$ cat config.mk
export PLATFORM = sky130hd
export DESIGN_NAME = instr_encoder_loader
export DESIGN_NICKNAME = d
export VERILOG_FILES = /design/src/rtl/legv8_pkg.sv /design/src/rtl/instr_packer.sv /design/src/rtl/instr_encoder_loader.sv
export SDC_FILE = /design/constraint.sdc
export NUM_CORES = 1
export LEC_CHECK = 0
export CAP_MARGIN = 25
export CORE_MARGIN = 2
export CORE_UTILIZATION = 41
export DETAILED_ROUTE_END_ITERATION = 6
export GPL_TIMING_DRIVEN = 1
export PLACE_DENSITY = 0.82
export SETUP_SLACK_MARGIN = 0.15
export SLEW_MARGIN = 30
export SYNTH_ARGS = -nofsm -noshare
export SYNTH_HDL_FRONTEND = slang
export SYNTH_SLANG_ARGS = --single-unit
$ cat constraint.sdc
create_clock -name clk -period 1.7 [get_ports clk]
set_clock_uncertainty 0.15 [all_clocks]
set_input_delay 0.255 -clock clk [delete_from_list [all_inputs] [get_ports clk]]
set_output_delay 0.255 -clock clk [all_outputs]
set_load 0.01 [all_outputs]
$ cat src/rtl/legv8_pkg.sv
// legv8_pkg: LEGv8 instruction kinds, opcodes, immediate ranges and loader states
package legv8_pkg;
  typedef enum logic [3:0] {
    K_LDUR = 4'd0, K_STUR, K_ADD, K_SUB, K_AND, K_ORR, K_ADDI, K_CBZ, K_CBNZ
  } instr_kind_e;
  typedef enum logic [1:0] {S_IDLE, S_LOAD, S_DONE} load_state_e;
  localparam logic [10:0] OP_LDUR = 11'b11111000010;
  localparam logic [10:0] OP_STUR = 11'b11111000000;
  localparam logic [10:0] OP_ADD  = 11'b10001011000;
  localparam logic [10:0] OP_SUB  = 11'b11001011000;
  localparam logic [10:0] OP_AND  = 11'b10001010000;
  localparam logic [10:0] OP_ORR  = 11'b10101010000;
  localparam logic [9:0]  OP_ADDI = 10'b1001000100;
  localparam logic [7:0]  OP_CBZ  = 8'b10110100;
  localparam logic [7:0]  OP_CBNZ = 8'b10110101;
  localparam int LDST_IMM_MIN = -256;
  localparam int LDST_IMM_MAX = 255;
  localparam int ADDI_IMM_MIN = 0;
  localparam int ADDI_IMM_MAX = 4095;
  localparam int CB_IMM_MIN   = -262144;
  localparam int CB_IMM_MAX   = 262143;
  function automatic logic in_range(input logic [19:0] imm, input int lo, input int hi);
    int v;
    v = int'($signed(imm));
    return (v >= lo) && (v <= hi);
  endfunction
endpackage

$ cat src/rtl/instr_packer.sv
// instr_packer: combinational packing of symbolic LEGv8 fields into a 32-bit word plus legality
module instr_packer
  import legv8_pkg::*;
(
  input  logic [3:0]  kind,
  input  logic [4:0]  rd,
  input  logic [4:0]  rn,
  input  logic [4:0]  rm,
  input  logic [19:0] imm,
  output logic [31:0] word,
  output logic        legal
);
  // pick the field layout for the kind and range-check its immediate
  always_comb begin
    word  = '0;
    legal = 1'b0;
    case (kind)
      K_LDUR: begin word = {OP_LDUR, imm[8:0], 2'b00, rn, rd}; legal = in_range(imm, LDST_IMM_MIN, LDST_IMM_MAX); end
      K_STUR: begin word = {OP_STUR, imm[8:0], 2'b00, rn, rd}; legal = in_range(imm, LDST_IMM_MIN, LDST_IMM_MAX); end
      K_ADD:  begin word = {OP_ADD, rm, 6'b0, rn, rd}; legal = 1'b1; end
      K_SUB:  begin word = {OP_SUB, rm, 6'b0, rn, rd}; legal = 1'b1; end
      K_AND:  begin word = {OP_AND, rm, 6'b0, rn, rd}; legal = 1'b1; end
      K_ORR:  begin word = {OP_ORR, rm, 6'b0, rn, rd}; legal = 1'b1; end
      K_ADDI: begin word = {OP_ADDI, imm[11:0], rn, rd}; legal = in_range(imm, ADDI_IMM_MIN, ADDI_IMM_MAX); end
      K_CBZ:  begin word = {OP_CBZ, imm[18:0], rd}; legal = in_range(imm, CB_IMM_MIN, CB_IMM_MAX); end
      K_CBNZ: begin word = {OP_CBNZ, imm[18:0], rd}; legal = in_range(imm, CB_IMM_MIN, CB_IMM_MAX); end
      default: begin word = '0; legal = 1'b0; end
    endcase
  end
endmodule

$ cat src/rtl/instr_encoder_loader.sv
// instr_encoder_loader: encodes a stream of symbolic instructions and writes them sequentially into instruction memory; ENC_CHECKSUM_EN adds an XOR signature output csum
module instr_encoder_loader
  import legv8_pkg::*;
#(
  parameter int ADDR_W    = 6,
  parameter int BASE_ADDR = 0
) (
  input  logic              clk,
  input  logic              reset,
  input  logic              start,
  input  logic              in_valid,
  output logic              in_ready,
  input  logic [3:0]        in_kind,
  input  logic [4:0]        in_rd,
  input  logic [4:0]        in_rn,
  input  logic [4:0]        in_rm,
  input  logic [19:0]       in_imm,
  input  logic              in_last,
  output logic              imem_we,
  output logic [ADDR_W-1:0] imem_waddr,
  output logic [31:0]       imem_wdata,
  output logic [ADDR_W:0]   count,
  output logic              done,
  output logic              err
`ifdef ENC_CHECKSUM_EN
  ,
  output logic [31:0]       csum
`endif
);
  load_state_e       state_q, state_d;
  logic [ADDR_W-1:0] ptr_q, ptr_d, waddr_q, waddr_d;
  logic [31:0]       wdata_q, wdata_d, word;
  logic [ADDR_W:0]   count_q, count_d;
  logic              ready_q, ready_d, we_q, we_d, done_q, done_d, err_q, err_d;
  logic              legal, accept;

  instr_packer u_packer (
    .kind  (in_kind),
    .rd    (in_rd),
    .rn    (in_rn),
    .rm    (in_rm),
    .imm   (in_imm),
    .word  (word),
    .legal (legal)
  );

  assign accept     = in_valid & ready_q;
  assign in_ready   = ready_q;
  assign imem_we    = we_q;
  assign imem_waddr = waddr_q;
  assign imem_wdata = wdata_q;
  assign count      = count_q;
  assign done       = done_q;
  assign err        = err_q;

  // next-state: start restarts and drops any same-cycle request; legal accepts produce one write, the top address or in_last ends the load
  always_comb begin
    state_d = state_q;
    ptr_d   = ptr_q;
    waddr_d = waddr_q;
    wdata_d = wdata_q;
    we_d    = 1'b0;
    err_d   = err_q;
    count_d = we_q ? count_q + (ADDR_W+1)'(1) : count_q;
    if (start) begin
      state_d = S_LOAD;
      ptr_d   = ADDR_W'(BASE_ADDR);
      waddr_d = ADDR_W'(BASE_ADDR);
      count_d = '0;
      err_d   = 1'b0;
    end else if (accept) begin
      we_d  = legal;
      err_d = err_q | ~legal;
      if (legal) begin
        waddr_d = ptr_q;
        wdata_d = word;
        ptr_d   = ptr_q + ADDR_W'(1);
      end
      if (in_last | (legal & (&ptr_q))) state_d = S_DONE;
    end
    ready_d = state_d == S_LOAD;
    done_d  = state_d == S_DONE;
  end

  // state and registered outputs
  always_ff @(posedge clk or posedge reset) begin
    if (reset) begin
      state_q <= S_IDLE;
      ptr_q   <= ADDR_W'(BASE_ADDR);
      waddr_q <= ADDR_W'(BASE_ADDR);
      wdata_q <= '0;
      we_q    <= 1'b0;
      ready_q <= 1'b0;
      done_q  <= 1'b0;
      err_q   <= 1'b0;
      count_q <= '0;
    end else begin
      state_q <= state_d;
      ptr_q   <= ptr_d;
      waddr_q <= waddr_d;
      wdata_q <= wdata_d;
      we_q    <= we_d;
      ready_q <= ready_d;
      done_q  <= done_d;
      err_q   <= err_d;
      count_q <= count_d;
    end
  end

`ifdef ENC_CHECKSUM_EN
  logic [31:0] csum_q, csum_d;
  assign csum = csum_q;
  // fold each presented word into the signature on the edge that ends its write cycle
  always_comb csum_d = start ? '0 : we_q ? csum_q ^ wdata_q : csum_q;
  // signature register
  always_ff @(posedge clk or posedge reset) begin
    if (reset) csum_q <= '0;
    else csum_q <= csum_d;
  end
`endif
endmodule

==> impl_metrics.csv <==
group,metric,value,unit
run_status,status,"finished with violations",
run_status,violations,"setup timing",
die,num_rows,31,
die,die-height,89.7,um
synthesis,synth_cells,266,
power_and_ir_drop,switching_share,0.275,
worst_hold_path,min_path_type,"in -> async",
timing,slew_headroom,0.617,
clock_network,htreeDepth,3,
layout,final_common_cell,"dfrtp_1",
timing,finalCritPeriodShare,1.18,
setup_path,crit_top_cell,"buf_6",
placement,dpl.hpwl,6160,um
layout,num_antenna_cells,0,
synthesis,ys_ff_latch,57,
setup_path,critical_path.cell_chain,"buf_6 -> or4b_4 -> nor4_4 -> or2_4 -> buf_6 -> buf_12 -> o2111ai_4 -> a221o_1",
placement,gp_congestion,0.833,
timing,hold_viol_final,0,
synthesis,yosysWarnings,0,
synthesis,yosys-top-cells-area,"dfrtp_1 47%, mux2_4 10%, a222oi_1 2.7%",
setup_path,critPathBufInv,3,
setup_path,cp_max_fo,5,
timing,fmax,500,MHz
die,io_pins,93,
synthesis,synth-edff-count,0,
setup_path,required,1.75,ns
detailed_routing,drt_iter0_markers,251,
power_and_ir_drop,power.density,822,nW/um^2
die,start_util,0.420,
grt,antenna_found_initial,0,
die,die_w,89.7,um
synthesis,synthDominantCellAreaShare,0.473,
placement,placed_cells,481,
layout,drive_above_1_share,0.340,
detailed_routing,routed_wirelength,9160,um
detailed_routing,drcViolationCount,0,
job,maxCapViolCount,0,
timing,setup_viol,50,
layout,fin_cells,520,
grt,grt_usage,0.235,
detailed_routing,viasPerCell,5.39,
grt,grt_pass1_wl,15300,um
setup_path,crit_family,"simple AND/OR/NAND/NOR gates",
power_and_ir_drop,power_switching,1.11,mW
timing,fin_ws,-0.299,ns
grt,grt_pass1_vias,3040,
layout,layout_common_cells,"56 x dfrtp_1, 55 x dlygate4sd2_1, 40 x buf_4",
power_and_ir_drop,power_frac_comb,0.279,
timing,tightest_slew,0.574,ns
setup_path,crit_type,"in -> reg",
power_and_ir_drop,pwr-share-clk,0.311,
clock_network,clk_latency,0.32,ns
setup_path,cp-end-kind,"register",
die,fp.dieArea,8050,sq um
detailed_routing,detail_route.wl_per_cell,17.6,um
clock_network,ctsLongestPathBuffers,2,
synthesis,yosys.area.top_type,"dfrtp_1",
synthesis,yosysUniqueCellTypes,50,
detailed_routing,drt_first_pass_iters,5,
die,core_area,7180,sq um
synthesis,synthesis.area,3010,sq um
setup_path,cp_data_arrival_time,2.05,ns
synthesis,syn_area_per_cell,11.3,sq um
layout,final_nets,463,
timing,grt_setup_unrepaired,"yes",
clock_network,cts_tree,"done",
grt,met3_usage,0.0436,
detailed_routing,num_vias,2805,
power_and_ir_drop,p_int,2.93,mW
clock_network,cts_sinks,57,
grt,gr-total-overflow,0,
setup_path,cp_slowest_cell,"or4b_4",
synthesis,synth_fp_nets,312,
setup_path,cpPeakStageDelay,0.55,ns
layout,fillers,518,
grt,grtUsageMet2,0.411,
clock_network,hold_buffers,0,
grt,grtUsageMet1,0.290,
synthesis,ys.flop_type,"dfrtp_1",
timing,timing.final.max_slew_violations,0,
timing,layout_min_cycle_time,2.00,ns
power_and_ir_drop,pwr-share-seq,0.410,
layout,syn_to_final_growth,63.2,%
power_and_ir_drop,vdd_ir_drop_max,0.448,mV
synthesis,async_flop_share,1.00,
detailed_routing,ant_nets,0,
power_and_ir_drop,finalPower,4.04,mW
setup_path,worst_setup_path_start_kind,"input pin",
clock_network,cts_root_buf,"clkbuf_8",
placement,port_buffers,92,
power_and_ir_drop,p_leak,2.48,nW
clock_network,clkTransAtPathRegs,0.06,ns
grt,top_usage_layer,"met2",
synthesis,yosysSeqAreaShare,0.473,
grt,grt_max_degree,29,
clock_network,numCtsBuffers,9,
repair_timing:
item | 4_1_cts | 5_1_grt
gates cloned | 5 | 0
setup buffers | 15 | 4
resized for setup | 127 | 10
pin swaps | 24 | 11
setup endpoints to repair | 99 | 52
cell usage after synthesis (4+ instances only):
cell	instances
mux2_2	4
and3_1	4
a21oi_1	14
dfrtp_1	57
nor2_1	13
nor2b_1	6
inv_1	14
mux2i_1	8
nand4_1	4
or3_1	4
a222oi_1	8
clkbuf_1	8
nand2_1	17
a22o_1	9
nand3_1	11
mux2_4	21
o211ai_1	7
layer usage:
metal | up-vias | part of all wire | routed length [um]
met5 | - | 0 | 0
met4 | 0 | 0.022 | 202
met3 | 17 | 0.052 | 477
met2 | 95 | 0.51 | 4710
met1 | 1403 | 0.41 | 3770
li1 | 1290 | - | -
logic make-up (layout without fill, tap and decap cells):
kind of cell / Yosys count / after routing / share of synthesized area
compound gates: 60 / 60 / 0.157
fa+ha+maj: 2 / 2 / 0.00830
mux: 36 / 36 / 0.157
simple gates: 74 / 74 / 0.136
xor+xnor: 6 / 6 / 0.0174
flops: 57 / 57 / 0.473
buf+inv: 31 / 186 / 0.0511
path summary, 6_finish.rpt:
path / slack [ns] / startpoint / depth (start not counted) / end
setup / recovery: -0.30 / in_kind[1] / 8 / state_q[0]
hold / removal: 0.09 / reset / 2 / count[3]
setup reg to reg: -0.23 / in_ready / 5 / ptr_q[2]
hold reg to reg: 0.35 / imem_wdata[31] / 1 / imem_wdata[31]
max in group asynchronous: 0.78 / reset / 3 / imem_wdata[1]
min in group clk: 0.25 / in_imm[18] / 4 / imem_wdata[23]
flip-flops by register name, summed over array words and instances (netlist names):
name	cells
in_ready	1
count	7
imem_wdata	32
done	1
imem_we	1
ptr_q	6
state_q	2
err	1
imem_waddr	6
cell type report:
cell class / instances / area [sq um] / area share
multi-input combinational: 178 / 1590 / 0.322
clock inverter: 3 / 40.0 / 0.00814
timing repair buffer: 157 / 1530 / 0.311
clock buffer: 12 / 155 / 0.0316
inverter: 14 / 56.3 / 0.0115
sequential: 57 / 1430 / 0.290
tap: 99 / 124 / 0.0252
through the flow:
stage / setup WS (ns) / hold slack [ns] / instance area [sq um] / setup TNS (ns) / util
finish: -0.299 / 0.0921 / 4920 / -11.55 / 0.685
global route: -0.345 / 0.0999 / 4920 / -14.41 / 0.685
CTS: -0.249 / 0.0904 / 4850 / -8.51 / 0.676
detailed placement: -0.898 / 0.302 / 4330 / -39.25 / 0.603
global placement: -0.816 / 0.313 / 4330 / -36.83 / 0.603
floorplan: -0.284 / 0.192 / 3060 / -7.50 / -
power by group through the flow:
| stage | Sequential, mW | Combinational, mW | Clock (mW) |
|---|---|---|---|
| after global placement | 1.68 | 1.13 | 0 |
| final | 1.66 | 1.13 | 1.26 |
| after global routing | 1.69 | 1.21 | 1.35 |
| after floorplan | 1.76 | 0.417 | 0 |
| after CTS | 1.66 | 1.11 | 1.27 |
| after detailed placement | 1.69 | 1.16 | 0 |
(Power assumes the default switching activity.)
